## src/rtl/idma_legalizer_burst_splitter.sv

```systemverilog
// Splits a 1D transfer (address, byte length) into bursts that never cross a
// virtual page whose width depends on bursting mode, user beat limit and a page cap.
module idma_legalizer_burst_splitter #(
  parameter int unsigned AddrWidth     = 32,
  parameter int unsigned LenWidth      = 32,
  parameter int unsigned OffsetWidth   = 2,
  parameter int unsigned MaxBeatsLog2  = 8,
  parameter int unsigned PageCapWidth  = 12,
  parameter int unsigned BurstLenWidth = PageCapWidth + 1
) (
  input  logic                     clk_i,
  input  logic                     rst_i,
  input  logic                     req_valid_i,
  output logic                     req_ready_o,
  input  logic [AddrWidth-1:0]     req_addr_i,
  input  logic [LenWidth-1:0]      req_len_i,
  input  logic                     not_bursting_i,
  input  logic                     reduce_len_i,
  input  logic [2:0]               max_llen_i,
  output logic                     burst_valid_o,
  input  logic                     burst_ready_i,
  output logic [AddrWidth-1:0]     burst_addr_o,
  output logic [BurstLenWidth-1:0] burst_len_o,
  output logic                     burst_last_o,
  output logic                     busy_o
);

  localparam int unsigned CmpWidth = (LenWidth > BurstLenWidth) ? LenWidth : BurstLenWidth;

  typedef enum logic {IDLE, SPLIT} state_e;

  state_e                   state_q, state_d;
  logic [3:0]               w_q, cfg_w, src_w;
  logic [4:0]               w_sum;
  logic [AddrWidth-1:0]     burst_addr_q, nxt_addr_q, src_addr, calc_next_addr;
  logic [LenWidth-1:0]      rem_q, src_rem, calc_rem;
  logic [BurstLenWidth-1:0] burst_len_q, page_size, page_off, to_pb, calc_len;
  logic                     burst_last_q, calc_last;
  logic                     burst_hs, req_hs, load_new, load_next;

  always_comb begin
    w_sum = 5'(OffsetWidth) + (reduce_len_i ? 5'(max_llen_i) : 5'(MaxBeatsLog2));
    if (not_bursting_i)                 cfg_w = 4'(OffsetWidth);
    else if (w_sum > 5'(PageCapWidth))  cfg_w = 4'(PageCapWidth);
    else                                cfg_w = w_sum[3:0];
  end

  // Ready is gated by reset so every output reads 0 while rst_i is held.
  assign burst_hs    = (state_q == SPLIT) && burst_ready_i;
  assign req_ready_o = !rst_i && ((state_q == IDLE) || (burst_hs && burst_last_q));
  assign req_hs      = req_valid_i && req_ready_o;
  assign load_new    = req_hs && (req_len_i != '0);
  assign load_next   = burst_hs && !burst_last_q;

  // One burst calculator shared by a new request and the continuation of the current one.
  always_comb begin
    src_addr       = load_new ? req_addr_i : nxt_addr_q;
    src_rem        = load_new ? req_len_i  : rem_q;
    src_w          = load_new ? cfg_w      : w_q;
    page_size      = BurstLenWidth'(1) << src_w;
    page_off       = BurstLenWidth'(src_addr & AddrWidth'(page_size - BurstLenWidth'(1)));
    to_pb          = page_size - page_off;
    calc_len       = (CmpWidth'(src_rem) < CmpWidth'(to_pb)) ? BurstLenWidth'(src_rem) : to_pb;
    calc_last      = (CmpWidth'(src_rem) == CmpWidth'(calc_len));
    calc_rem       = src_rem - LenWidth'(calc_len);
    calc_next_addr = src_addr + AddrWidth'(calc_len);
  end

  always_comb begin
    state_d = state_q;
    if (load_new)                      state_d = SPLIT;
    else if (burst_hs && burst_last_q) state_d = IDLE;
  end

  always_ff @(posedge clk_i or posedge rst_i) begin
    if (rst_i) begin
      state_q      <= IDLE;
      w_q          <= '0;
      burst_addr_q <= '0;
      burst_len_q  <= '0;
      burst_last_q <= 1'b0;
      nxt_addr_q   <= '0;
      rem_q        <= '0;
    end else begin
      state_q <= state_d;
      if (load_new) w_q <= cfg_w;
      if (load_new || load_next) begin
        burst_addr_q <= src_addr;
        burst_len_q  <= calc_len;
        burst_last_q <= calc_last;
        nxt_addr_q   <= calc_next_addr;
        rem_q        <= calc_rem;
      end
    end
  end

  assign burst_valid_o = (state_q == SPLIT);
  assign busy_o        = (state_q == SPLIT);
  assign burst_addr_o  = burst_addr_q;
  assign burst_len_o   = burst_len_q;
  assign burst_last_o  = burst_last_q;

endmodule
```

## config.mk

```make
export PLATFORM = sky130hd
export DESIGN_NAME = idma_legalizer_burst_splitter
export DESIGN_NICKNAME = d
export VERILOG_FILES = /design/src/rtl/idma_legalizer_burst_splitter.sv
export SDC_FILE = /design/constraint.sdc
export NUM_CORES = 1
export LEC_CHECK = 0
export ABC_AREA = 1
export CAP_MARGIN = 20
export CORE_MARGIN = 2
export CORE_UTILIZATION = 50
export CTS_CLUSTER_SIZE = 16
export DETAILED_ROUTE_END_ITERATION = 7
export PLACE_DENSITY = 0.74
export SETUP_SLACK_MARGIN = 0.1
export SLEW_MARGIN = 10
export SYNTH_ARGS = -nofsm -noshare
export SYNTH_HDL_FRONTEND = slang
export SYNTH_SLANG_ARGS = --single-unit
```

## constraint.sdc

```tcl
create_clock -name clk_i -period 7.7 [get_ports clk_i]
set_input_delay 1.54 -clock clk_i [delete_from_list [all_inputs] [get_ports clk_i]]
set_output_delay 1.54 -clock clk_i [all_outputs]
set_load 0.05 [all_outputs]
```

### Yosys cells after proc, flatten, opt, wreduce, memory -nomap -nowiden

Cells that the tools add are included.
W data, S select, Z words.

* input port bits: 73
* word-level logic and storage cells: 39
* register bits: 115

* magnitude comparators: 2
* bitwise gates (word level): 2
* shift-type cells: 1
* muxes and demuxes: 9
* add/sub/neg operators: 5
* equality and inequality tests: 1
* reduce and logical (&&, ||, !) cells: 12

Operators with widths (number)
* $mux W32: 2
* $add A32 B13 Y32: 1
* $eq A32 B13 Y1: 1
* $lt A32 B13 Y1: 1
* $reduce_bool A32 Y1: 1
* $sub A32 B13 Y32: 1
* $mux W4: 4
* $and A13 B13 Y13: 1
* $mux W13: 1
* $shl A1 B4 Y13 const A: 1
* $sub A13 B1 Y13 const B: 1
* $sub A13 B13 Y13: 1
* $logic_and A1 B1 Y1: 6
* $add A2 B4 Y5 const A: 1
* $gt A5 B4 Y1 const B: 1
* $logic_not A1 Y1: 2
* $logic_or A1 B1 Y1: 2
* $mux W1: 2
* $reduce_bool A2 Y1: 1
* $not A1 Y1: 1

### Logic depth before layout (Yosys ltp)

* word-level depth: 14
* depth in mapped cells: 53
* gate-level depth less buffers: 52

### Least setup slack after synthesis

No wires, ideal clock.

* path kind: in2reg
* from: in burst_ready_i
* to: reg nxt_addr_q[24]
* buffers on the path: 1
* stages on the path: 47
* data required time: 7567 ps
* path slack: -322 ps
* arrival: 7889 ps
* cells stage by stage: a21boi_1 > nor3b_4 > o21ai_4 > buf_6 > nand2_1 > nand2_1 > nor2_1 > inv_1 > nor2_1 > inv_1 > ha_1 > or2_2 > fa_1 > nand4_1 > nand2_1 > nand2_1 > nand2_1 > nand2_1 > [... 11 more ...] > and2_1 > ha_1 > inv_1 > fa_1 > nor2_1 > nand2_1 > nand2_1 > a21oi_1 > o21ai_0 > a21boi_0 > o21ai_0 > nand3_1 > nand2_1 > nand2_1 > nor2_1 > nand4_1 > a22oi_1 > o31ai_1

* longest elaborated chain between the ends: 14

Ends and longest elaborated chain
* start: declaration: RTL line 21 `input logic burst_ready_i,`
* $logic_and A1 B1 Y1 (*): RTL line 49 `assign burst_hs = (state_q == SPLIT) && burst_ready_i;`
* $logic_and A1 B1 Y1 (*): RTL line 50 `assign req_ready_o = !rst_i && ((state_q == IDLE) || (burst_hs && burst_last_q));`
* $logic_or A1 B1 Y1 (*): RTL line 50
* $logic_and A1 B1 Y1 (*): RTL line 50
* $logic_and A1 B1 Y1 (*): RTL line 51 `assign req_hs = req_valid_i && req_ready_o;`
* $logic_and A1 B1 Y1 (*): RTL line 52 `assign load_new = req_hs && (req_len_i != '0);`
* $mux W4: RTL line 59 `src_w = load_new ? cfg_w : w_q;`
* $shl A1 B4 Y13: RTL line 60 `page_size = BurstLenWidth'(1) << src_w;`
* $sub A13 B1 Y13: RTL line 61 `page_off = BurstLenWidth'(src_addr & AddrWidth'(page_size - BurstLenWidth'(1)));`
* $and A13 B13 Y13: RTL line 61
* $sub A13 B13 Y13: RTL line 62 `to_pb = page_size - page_off;`
* $lt A32 B13 Y1: RTL line 63 `calc_len = (CmpWidth'(src_rem) < CmpWidth'(to_pb)) ? BurstLenWidth'(src_rem) : to_pb;`
* $mux W13 (*): RTL line 63
* net calc_len[0]: RTL line 37 `logic [BurstLenWidth-1:0] burst_len_q, page_size, page_off, to_pb, calc_len;`
* $add A32 B13 Y32 (*): RTL line 66 `calc_next_addr = src_addr + AddrWidth'(calc_len);`
* end signal: assignment: RTL line 91 `nxt_addr_q <= calc_next_addr;`
* end: declaration: RTL line 35 `logic [AddrWidth-1:0] burst_addr_q, nxt_addr_q, src_addr, calc_next_addr;`

Mark *: on every way through the listed nets, which the timed path passes. The rest lies on a longest branch.
A chain may end at the register's enable or synchronous reset.

### Worst setup path after layout

* from: in req_len_i[8]
* to: reg nxt_addr_q[24]

* longest elaborated chain between the ends: 10

Ends and longest elaborated chain
* start: declaration: RTL line 16 `input logic [LenWidth-1:0] req_len_i,`
* $reduce_bool A32 Y1: RTL line 52
* $logic_and A1 B1 Y1: RTL line 52
* $mux W4: RTL line 59
* $shl A1 B4 Y13: RTL line 60
* $sub A13 B1 Y13: RTL line 61
* $and A13 B13 Y13: RTL line 61
* $sub A13 B13 Y13: RTL line 62
* $lt A32 B13 Y1: RTL line 63
* $mux W13 (*): RTL line 63
* net calc_len[0]: RTL line 37
* $add A32 B13 Y32 (*): RTL line 66

Marked as above.

==> flow_metrics.tcl <==
set metrics [dict create \
    critPathMaxStageDelay_ps 360 \
    criticalPathCategory "in2reg" \
    syn_avg_cell_area_um2 6.85 \
    outcome "finished clean" \
    synth_seq_cells 115 \
    seq_area_frac_synth 0.327 \
    hold_viol 0 \
    port_buffers 121 \
    cts_root_buf "clkbuf_16" \
    max_freq_mhz 132 \
    fin_crit_sh 0.986 \
    clk_pin_slew_ps 60 \
    synth_ff_type "dfrtp_1" \
    critical_path_required_ps 8010 \
    grt_pass1_vias 10200 \
    syn_to_final_growth_pct 56.1 \
    hold_buffers 0 \
    startpoint "req_len_i[8]" \
    met1_usage 0.432 \
    synth_cells 1285 \
    grtUsageMet2 0.592 \
    clockBufferDepth 2 \
    clk_latency_ps 440 \
    worstPathArrival_ps 7900 \
    rows 48 \
    slowest_stage "fa_2" \
    h-tree-depth 4 \
    die_w_um 137 \
    synth_edf_count 0 \
    grt_pass1_wl_um 50400 \
    async_reset_ff_frac 1.00 \
    endpoint_kind "register" \
    critPathCapture "nxt_addr_q[24]" \
    netlist.top_cell.by_area "dfrtp_1" \
    drive_above_1_share 0.368 \
    gp_congestion 0.921 \
    reg2reg_to "nxt_addr_q[24]" \
    synth.area.top_cells "dfrtp_1, nand2_1, inv_1, ha_1, nor2_1" \
    hpwl_um 21700 \
    ff2ff_setup_slack_ps 890 \
    num_antenna_cells 0 \
    initial_core_util 0.511 \
    grt_max_degree 96 \
    overflow 0 \
    dieArea_um2 18700 \
    wl_per_cell_um 18.1 \
    slew_headroom 0.312 \
    drv_slew 0 \
    multi_input_area_um2 5970 \
    cts_tree "yes" \
    drc 0 \
    ant_nets 0 \
    min_path_type "reg2reg" \
    top_usage_layer "met2" \
    yosysUniqueCellTypes 55 \
    period_needed_ps 7590 \
    syn_area_um2 8800 \
    wirelength_um 34600 \
    firstDrtPassIters 6 \
    regToRegStartpoint "burst_valid_o" \
    crit_path_frequent_cell "nand2_2" \
    r2r_cells 46 \
    grt_use_total 0.348 \
    ios 122 \
    cap_violations 0 \
    fin_nets 1794 \
    synthDominantCellAreaShare 0.327 \
    drtIter0Drc 1045 \
    core_region_area_um2 17200 \
    yosysWarnings 0 \
    critPathMaxFanout 8 \
    tns_ps 0 \
    cts.sinks 115 \
    regArea_um2 2880 \
    finalSetupViolCount 0 \
    worstSetupStartpointType "input pin" \
    tightest_slew_ps 1030 \
    viasPerCell 5.67 \
    clock_skew_ps 9.49 \
    vias 10800 \
    use_met3 0.0548 \
    rsz0062_at_grt "true" \
    numCtsBuffers 17 \
    antenna_found_initial 0 \
    synthesis.nets 1406 \
    die_h_um 137 \
    nFillCells 1149 \
]
-- how the worst min path moves through the flow --
stage                           endpoint           start  cells past startpoint
after floorplan                 rem_q[1]        rem_q[1]                      2
after global placement          rem_q[1]        rem_q[1]                      2
after detailed placement        rem_q[1]        rem_q[1]                      2
after CTS                  nxt_addr_q[0]   nxt_addr_q[0]                      2
after global routing      burst_len_o[1]  burst_len_o[1]                      2
final                      nxt_addr_q[0]   nxt_addr_q[0]                      2
-- timing repair --
item / CTS / global route
gates cloned: 1 / 0
buffers inserted: 37 / 16
endpoints found under the setup margin: 45 / 50
resized for setup: 167 / 190
pin swaps: 87 / 97
-- area by class of cell --
| class | count | area share |
|---|---|---|
| multi-input combinational | 951 | 0.434 |
| timing repair buffer | 410 | 0.243 |
| sequential | 115 | 0.209 |
| inverter | 178 | 0.0494 |
| clock buffer | 17 | 0.0310 |
| tap | 225 | 0.0205 |
| clock inverter | 15 | 0.0127 |
-- critical path: cells and delay by family --
kind | cells | cell delay, ps
AND/OR/NAND/NOR | 25 | 2700
adder cells (fa/ha/maj) | 4 | 1110
AO/OA/AOI/OAI | 11 | 1700
buffers and inverters | 7 | 810
-- cells in the mapped netlist, types with 3 or more instances --
cell and count:
a21oi_1 50, a31oi_1 8, buf_4 6, buf_6 7, clkbuf_1 26, clkinv_1 3
dfrtp_1 115, fa_1 3, ha_1 45, inv_1 156, inv_2 18, nand2_1 352
nand2_2 28, nand3_1 74, nand3b_1 4, nand4_1 15, nor2_1 128, nor2_2 6
nor2_4 3, nor3_1 12, nor3_2 3, nor4_1 3, o211ai_1 4, o21a_1 6
o21ai_0 90, o21ai_1 19, o21ai_2 7, o21bai_1 3, o221ai_1 9, o22ai_1 9
o31ai_1 4, or2_2 20, xnor2_1 13, xor2_1 12
-- registers in the layout (all words and copies together) (netlist names) --
register and flops:
w_q 4, burst_addr_o 32, rem_q 32, nxt_addr_q 32
burst_valid_o 1, burst_len_o 13, burst_last_o 1
-- cells by family (layout without fill, tap and decap cells) --
logic type,Yosys count,after routing,share of synthesized area
buffers and inverters,219,620,0.103
XOR/XNOR,26,26,0.0267
AND/OR/NAND/NOR,655,655,0.327
adder cells (fa/ha/maj),48,48,0.0708
flip-flops,115,115,0.327
AO/OA/AOI/OAI,222,222,0.146
-- per-layer routing --
metal  vias up  routed length (µm)
li1       4926                   -
met1      5075               12900
met2       636               16700
met3       191                2910
met4         0                2130
met5         -                   0
-- layout by cell type (no fill, tap or decap), drive strengths merged, types with 3 or more instances in the layout --
cell type / instances
fa: 3
xnor2: 13
nand2: 381
clkbuf: 47
clkdlybuf4s50: 83
or2: 21
nand4: 15
xor2: 13
nor4: 4
nor2: 138
inv: 180
o22ai: 9
a21oi: 52
o21a: 6
o21bai: 4
nand3: 75
o31ai: 4
o21ai: 117
nand3b: 4
o221ai: 9
buf: 291
dlymetal6s2s: 6
clkinv: 10
o211ai: 4
ha: 45
dfrtp: 115
nor3: 15
a31oi: 8
-- metrics by stage --
step	hold slack, ps	cell area (µm²)	std cells	util	setup WS (ps)
after detailed placement	457	11900	1825	0.689	-1080
after global routing	494	13700	1911	0.797	-125
after global placement	449	11900	1825	0.689	-958
final	475	13700	1911	0.797	106
after floorplan	437	8830	1285	-	121
after CTS	475	13300	1895	0.770	115
Power is not shown: default switching activity piles up to over one toggle a cycle in this logic, so the estimate is an artifact.
